<file path="config.mk">
export PLATFORM = sky130hd
export DESIGN_NAME = pipelined_add_sub
export DESIGN_NICKNAME = d
export VERILOG_FILES = /design/src/rtl/pipelined_add_sub.sv
export SDC_FILE = /design/constraint.sdc
export NUM_CORES = 1
export LEC_CHECK = 0
export CORE_UTILIZATION = 48
export CTS_CLUSTER_SIZE = 10
export DETAILED_ROUTE_END_ITERATION = 10
export PLACE_DENSITY = 0.9
export SETUP_SLACK_MARGIN = 0.2
export SKIP_LAST_GASP = 1
export SYNTH_ARGS = -nofsm -noshare
export SYNTH_HDL_FRONTEND = slang
export SYNTH_SLANG_ARGS = --single-unit
</file>
<file path="constraint.sdc">
create_clock -name clk -period 3.4 [get_ports clk]
set_clock_uncertainty 0.1 [all_clocks]
set_input_delay 0.85 -clock clk [delete_from_list [all_inputs] [get_ports clk]]
set_output_delay 0.85 -clock clk [all_outputs]
set_load 0.05 [all_outputs]
</file>
<file path="src/rtl/pipelined_add_sub.sv">
// Multi-cycle adder/subtractor: the WIDTH-bit add is split into STAGES carry-chained registered
// slices with per-stage valid bits and collapsing-bubble valid/ready flow control.
module pipelined_add_sub #(
    parameter int unsigned WIDTH  = 8,
    parameter int unsigned STAGES = 2
) (
    input  logic             clk,
    input  logic             rst_n,
    input  logic             in_valid,
    output logic             in_ready,
    input  logic [WIDTH-1:0] a,
    input  logic [WIDTH-1:0] b,
    input  logic             cin,
    input  logic             sub,
    output logic             out_valid,
    input  logic             out_ready,
    output logic [WIDTH-1:0] sum,
    output logic             cout,
    output logic             overflow
);
    localparam int unsigned C    = WIDTH / STAGES;
    localparam int unsigned Last = STAGES - 1;

    if (WIDTH < 2 || (WIDTH % STAGES) != 0) begin : g_param_check
        $error("pipelined_add_sub: WIDTH must be >= 2 and a multiple of STAGES");
    end

    logic [STAGES-1:0] v_q;
    logic [STAGES-1:0] adv;
    logic [STAGES-1:0] ld;
    logic [STAGES-1:0] vin;
    logic [WIDTH-1:0]  a_q  [STAGES];
    logic [WIDTH-1:0]  b_q  [STAGES];
    logic [WIDTH-1:0]  s_q  [STAGES];
    logic [STAGES-1:0] c_q;
    logic              ovf_q;

    logic [WIDTH-1:0]  a_in [STAGES];
    logic [WIDTH-1:0]  b_in [STAGES];
    logic [WIDTH-1:0]  s_in [STAGES];
    logic [WIDTH-1:0]  s_nx [STAGES];
    logic [STAGES-1:0] c_in;
    logic [STAGES-1:0] c_nx;
    logic [C:0]        slice;
    logic              ovf_nx;

    // A stage advances when it holds a beat and the next stage is empty or advancing itself.
    always_comb begin
        adv       = '0;
        adv[Last] = out_ready;
        for (int k = int'(STAGES) - 2; k >= 0; k--) begin
            adv[k] = v_q[k] && (!v_q[k+1] || adv[k+1]);
        end
        ld     = ~v_q | adv;
        vin    = '0;
        vin[0] = in_valid;
        for (int k = 1; k < int'(STAGES); k++) begin
            vin[k] = v_q[k-1];
        end
    end

    always_comb begin
        slice = '0;
        c_in  = '0;
        c_nx  = '0;
        for (int k = 0; k < int'(STAGES); k++) begin
            if (k == 0) begin
                a_in[k] = a;
                b_in[k] = sub ? ~b : b;
                s_in[k] = '0;
                c_in[k] = cin ^ sub;
            end else begin
                a_in[k] = a_q[k-1];
                b_in[k] = b_q[k-1];
                s_in[k] = s_q[k-1];
                c_in[k] = c_q[k-1];
            end
            slice = {1'b0, a_in[k][k*C +: C]} + {1'b0, b_in[k][k*C +: C]} + {{C{1'b0}}, c_in[k]};
            s_nx[k]            = s_in[k];
            s_nx[k][k*C +: C]  = slice[C-1:0];
            c_nx[k]            = slice[C];
        end
        ovf_nx = (a_in[Last][WIDTH-1] == b_in[Last][WIDTH-1]) &&
                 (s_nx[Last][WIDTH-1] != a_in[Last][WIDTH-1]);
    end

    always_ff @(posedge clk) begin
        if (!rst_n) begin
            v_q   <= '0;
            c_q   <= '0;
            ovf_q <= 1'b0;
            for (int k = 0; k < int'(STAGES); k++) begin
                a_q[k] <= '0;
                b_q[k] <= '0;
                s_q[k] <= '0;
            end
        end else begin
            for (int k = 0; k < int'(STAGES); k++) begin
                if (ld[k]) begin
                    v_q[k] <= vin[k];
                    if (vin[k]) begin
                        a_q[k] <= a_in[k];
                        b_q[k] <= b_in[k];
                        s_q[k] <= s_nx[k];
                        c_q[k] <= c_nx[k];
                    end
                end
            end
            if (ld[Last] && vin[Last]) begin
                ovf_q <= ovf_nx;
            end
        end
    end

    assign in_ready  = ld[0];
    assign out_valid = v_q[Last];
    assign sum       = s_q[Last];
    assign cout      = c_q[Last];
    assign overflow  = ovf_q;

endmodule

</file>
# ---- Word level (Yosys, flattened, before mapping)
# Memory sizes are Yosys's and may differ from the RTL's.
# Index checks and enable logic that the tools add are counted.
dict set report word_totals {
  register_bits 5
  ramBits 48
  output_inout_bits 12
  word_cells 47
  mem_count 3
}
# name words width read_ports rd_ports_with_merged_regs write_ports line_no
set mem_list {}
lappend mem_list {a_q 2 8 1 0 2 32} ;# logic [WIDTH-1:0] a_q [STAGES];
lappend mem_list {b_q 2 8 1 0 2 33} ;# logic [WIDTH-1:0] b_q [STAGES];
lappend mem_list {s_q 2 8 2 0 2 34} ;# logic [WIDTH-1:0] s_q [STAGES];
dict set report op_classes {
  addsub 4
  n_eq_ne 2
  n_mux 16
  n_bitwise 10
  reduce_logical 7
}
# cell count
set op_table {}
lappend op_table {{8-bit two-way mux} 7}
lappend op_table {{4-bit by 4-bit adder with 5-bit output} 2}
lappend op_table {{5-bit by 1-bit adder with 5-bit output} 2}
lappend op_table {{1-bit two-way mux} 9}
lappend op_table {{8-bit NOT} 1}
lappend op_table {{1-bit bitwise OR} 6}
lappend op_table {{2-bit AND reduction} 2}
lappend op_table {{1-bit logical AND} 3}
lappend op_table {{2-bit NOT} 1}
lappend op_table {{2-bit bitwise OR} 1}
lappend op_table {{1-bit == test} 1}
lappend op_table {{1-bit logical NOT} 1}
lappend op_table {{1-bit logical OR} 1}
lappend op_table {{1-bit != test} 1}
lappend op_table {{1-bit bitwise XOR} 1}

# ---- Depth between registers and ports, before layout
dict set report logic_depth {
  depth_word 8
  mapped_depth 7
  depth_no_buf 6
}

# ---- Least setup slack after synthesis
# No wires, ideal clock.
dict set report synth_path {
  kind {input to register}
  start {input sub}
  end {register c_q[0]}
  setup_ps 161
  arrival_ps 2431
  t_required_ps 3139
  setup_slack_ps 709
  stages 7
  cell_sequence {buf_2 -> xor2_1 -> fa_1 -> fa_1 -> a21o_1 -> a21oi_1 -> a311oi_1}
}
dict set report synth_between {
  elab_chain_len 3
}
# element line_no
set synth_rtl {}
lappend synth_rtl {{from (decl)} 14} ;# input logic sub,
lappend synth_rtl {{8-bit two-way mux} 69} ;# b_in[k] = sub ? ~b : b;
lappend synth_rtl {{4-bit by 4-bit adder with 5-bit output} 78} ;# slice = {1'b0, a_in[k][k*C +: C]} + {1'b0, b_in[k][k*C +: C]} + {{C{1'b0}}, c_in[k]};
lappend synth_rtl {{5-bit by 1-bit adder with 5-bit output *} 78}
lappend synth_rtl {{to (signal, indexed assignment)} 105} ;# c_q[k] <= c_nx[k];
lappend synth_rtl {{to (decl)} 35} ;# logic [STAGES-1:0] c_q;
# Every way passes the cells marked *; elsewhere a longest branch is shown, timed or not.
# A chain may end at the register's enable or synchronous reset.

# ---- Worst setup path in the final report
dict set report layout_path {
  start {input out_ready}
  end {output in_ready}
}
dict set report layout_between {
  elab_chain_len 3
}
# element line_no
set layout_rtl {}
lappend layout_rtl {{from (decl)} 16} ;# input logic out_ready,
lappend layout_rtl {{1-bit logical OR} 52} ;# adv[k] = v_q[k] && (!v_q[k+1] || adv[k+1]);
lappend layout_rtl {{1-bit logical AND} 52}
lappend layout_rtl {{2-bit bitwise OR} 54} ;# ld = ~v_q | adv;
lappend layout_rtl {{to (decl)} 10} ;# output logic in_ready,
# Every way passes these cells.

==> impl_results.md <==
* Status: finished, final reports clean
* Setup violators final at 0
* Hold Path Depth at 1
* Placed cell area at about 0.0017 mm^2
* CTS sink cnt at 25
* Synth warn at 0
* Die ar. at 0.00295 mm^2
* Part of the cycle the worst path needs at between 80 and 90%
* Diode count at 0
* Hold buffers post-CTS at 0
* Post-CTS Setup Bufs at 0
* Vias in the first global route at 892
* VDD IR max at 0.000368 V
* Grt peak-use layer: met2
* Row count at 18
* Die Span X at between 50 and 60 um
* Tot GR Track Use at 18.1%
* Core area at 0.00252 mm^2
* Iter 0 DRT Violations at 19
* Area Growth Syn to Fin at 30.0%
* DRT Pass-1 Iters at 4
* Slew Limit Fails at 0
* Largest net degree at the start of global routing at 16
* GP Congestion at 0.787
* ANT nets after route at 0
* DR DRC count at 0
* Power per cell area at approximately 410 mW/mm^2
* Synthesized area at approximately 0.0013 mm^2
* Simple-Gate Fraction of Synth Area at 15.5%
* HP Start: s_q[0][2]
* Setup TNS at 0 ps
* Drt total wl at 2.34 mm
* Post-synthesis adder-cell area fraction at 11.8%
* Mapped Cells at 106
* Final hold vios at 0
* Max Cap Violations at 0
* Async S/R FF share, synth at 0%
* Synth top area share at 45.7%
* Post-synth cell types at 31
* DP Wirelength at 1.90 mm
* CTS Buf Count at 3
* Post-synthesis sequential area ratio at 53.3%
* Synth Flop Type: edfxtp_1
* Die Y at approximately 54 um
* Tmin final at 2880 ps
* Critical-path top delay cell: clkdlybuf4s50_1
* CTS HTree Levels at 1
* PostCTS Resize Cnt at 0
* Design Area, Final at 0.00171 mm^2
* Synth top area cells: edfxtp_1 46%, dfxtp_1 7.6%, fa_1 6.1%
* Compound-gate portion of the synthesized area at 8.76%
* RR Startpoint: a_q[0][4]
* I/O Buffers at 33
* Slew HR at 65.7%
* RR Endpoint: c_q[1]
* Routed vias at 928
* Share of cells above drive strength 1 at 6.38%
* Type of origin of the critical path: input pin
* Crit end category: primary output
* Clock Latency Late Sink at 320 ps
* Worst Tran Pin Value at approximately 510 ps
* Filler cells at between 200 and 250
* Hold endpoint: s_q[0][10]
* Crit Path Class: in2out
* Via/cell ratio at 5.43
* Commonest non-fill, non-tap cell in the layout: clkdlybuf4s50_1
* Number of synthesized flops with an enable pin at 20
* GR met3 Demand/Resource at about 3.6%
* Commonest cells after routing, fill and taps aside: 32 x clkdlybuf4s50_1, 20 x edfxtp_1, 12 x and2_1
* Hold crit path type: reg2reg
* R2R depth at 5
* Worst path required time at about 2500 ps
* # nets final at 174
* RSZ-0062 raised after global routing: false
* Met2 usage at approximately a third
* Leak at 0.000684 uW
* Reg2reg setup slack at ~1100 ps
* CP Cell Sequence: clkdlybuf4s50_1 > nand3b_1 > buf_12
* Peak Freq at around 350 MHz
* Final routed wire length divided by cell count at 13.7 um
* Largest fanout on the critical path at 9
* Clock Path Buffers at 2
* First-pass GRT wire length at 3.68 mm
* CTS tree: yes
* Worst setup margin at 517 ps
* Slowest stage delay, CP at around 420 ps
* Post-Place Setup Slack at approximately 360 ps
* I/O pin cnt at 34
* Area leader, netlist: edfxtp_1
* Synthesized area per cell at about 12 um^2
* Worst path arrival time at 1930 ps
* Clock transition at path regs at 130 ps
* Met1 Use GR at between 10% and 20%
* Initial antenna violation count at 0
* Grt ovf at 0
* Main combinational cell family by area after synthesis: simple AND/OR/NAND/NOR gates
* Root Driver: clkbuf_4
* Synthesis-stage register bit count at 25
* Starting Density at 52.1%
* Syn nets at 138
* Mux cell area share after synthesis at less than 1%
* Synth Area in XOR/XNOR at 7.33%
[where the power goes]
group | switching (uW) | internal (uW)
Clock | 89.7 | 44.9
Sequential | 12.1 | 364
Combinational | 105 | 85.9
[Yosys cell counts, types with 3 or more instances]
library cell / count
dfxtp_1: 5
xor2_1: 5
nand2_1: 5
nor2_1: 6
edfxtp_1: 20
a21o_1: 4
fa_1: 4
inv_1: 3
a21oi_1: 8
nand3_1: 3
xnor2_1: 6
ha_1: 6
and2_1: 12
[critical path: cells and delay by family]
family	cells	cell delay, ps
buffers and inverters	2	690
and+or+nand+nor	1	390
[routing by layer]
layer  wire (um)  part of all wire, %
met2        1250                   54
met1         892                   38
met4          68                  2.9
met5           0                    0
met3         122                  5.2
[sequential cells by signal (all words and copies together) (netlist names)]
signal	flops
s_q	12
a_q	4
b_q	4
c_q	2
v_q	2
overflow	1
[layout make-up]
cell class / count / area, um^2 / area share, %
Clock inverter: 1 / 7.51 / 0.440
Sequential cell: 25 / 701 / 41.0
Timing Repair Buffer: 34 / 348 / 20.4
Multi-Input combinational cell: 75 / 581 / 34.0
Tap cell: 30 / 37.5 / 2.20
Inverter: 3 / 11.3 / 0.659
Clock buffer: 3 / 22.5 / 1.32
[logic make-up after synthesis]
| group | Yosys count |
|---|---|
| DFF | 25 |
| AOI/OAI and AO/OA | 17 |
| and+or+nand+nor | 36 |
| adders and majority gates | 10 |
| buffers and inverters | 6 |
| muxes | 1 |
| xor gates and xnor gates | 11 |
[stage by stage]
stage | total power (uW) | hold WS, ps | utilization, % | instances
5_1_grt | 732 | 460 | 67.7 | 171
3_3_place_gp | 565 | 403 | 66.5 | 167
3_5_place_dp | 574 | 414 | 66.5 | 167
6_report | 701 | 446 | 67.7 | 171
2_1_floorplan | 506 | 397 | - | 106
4_1_cts | 701 | 444 | 67.7 | 171
[worst max-delay path by stage]
stage	startpoint	to	slack, ps	cells after the start
2_1_floorplan	sub	c_q[0]	710	7
3_3_place_gp	sub	c_q[0]	390	7
3_5_place_dp	sub	c_q[0]	360	7
4_1_cts	out_ready	in_ready	510	3
5_1_grt	out_ready	in_ready	460	3
6_report	out_ready	in_ready	520	3
No activity file was read; power rests on OpenSTA's default activity.
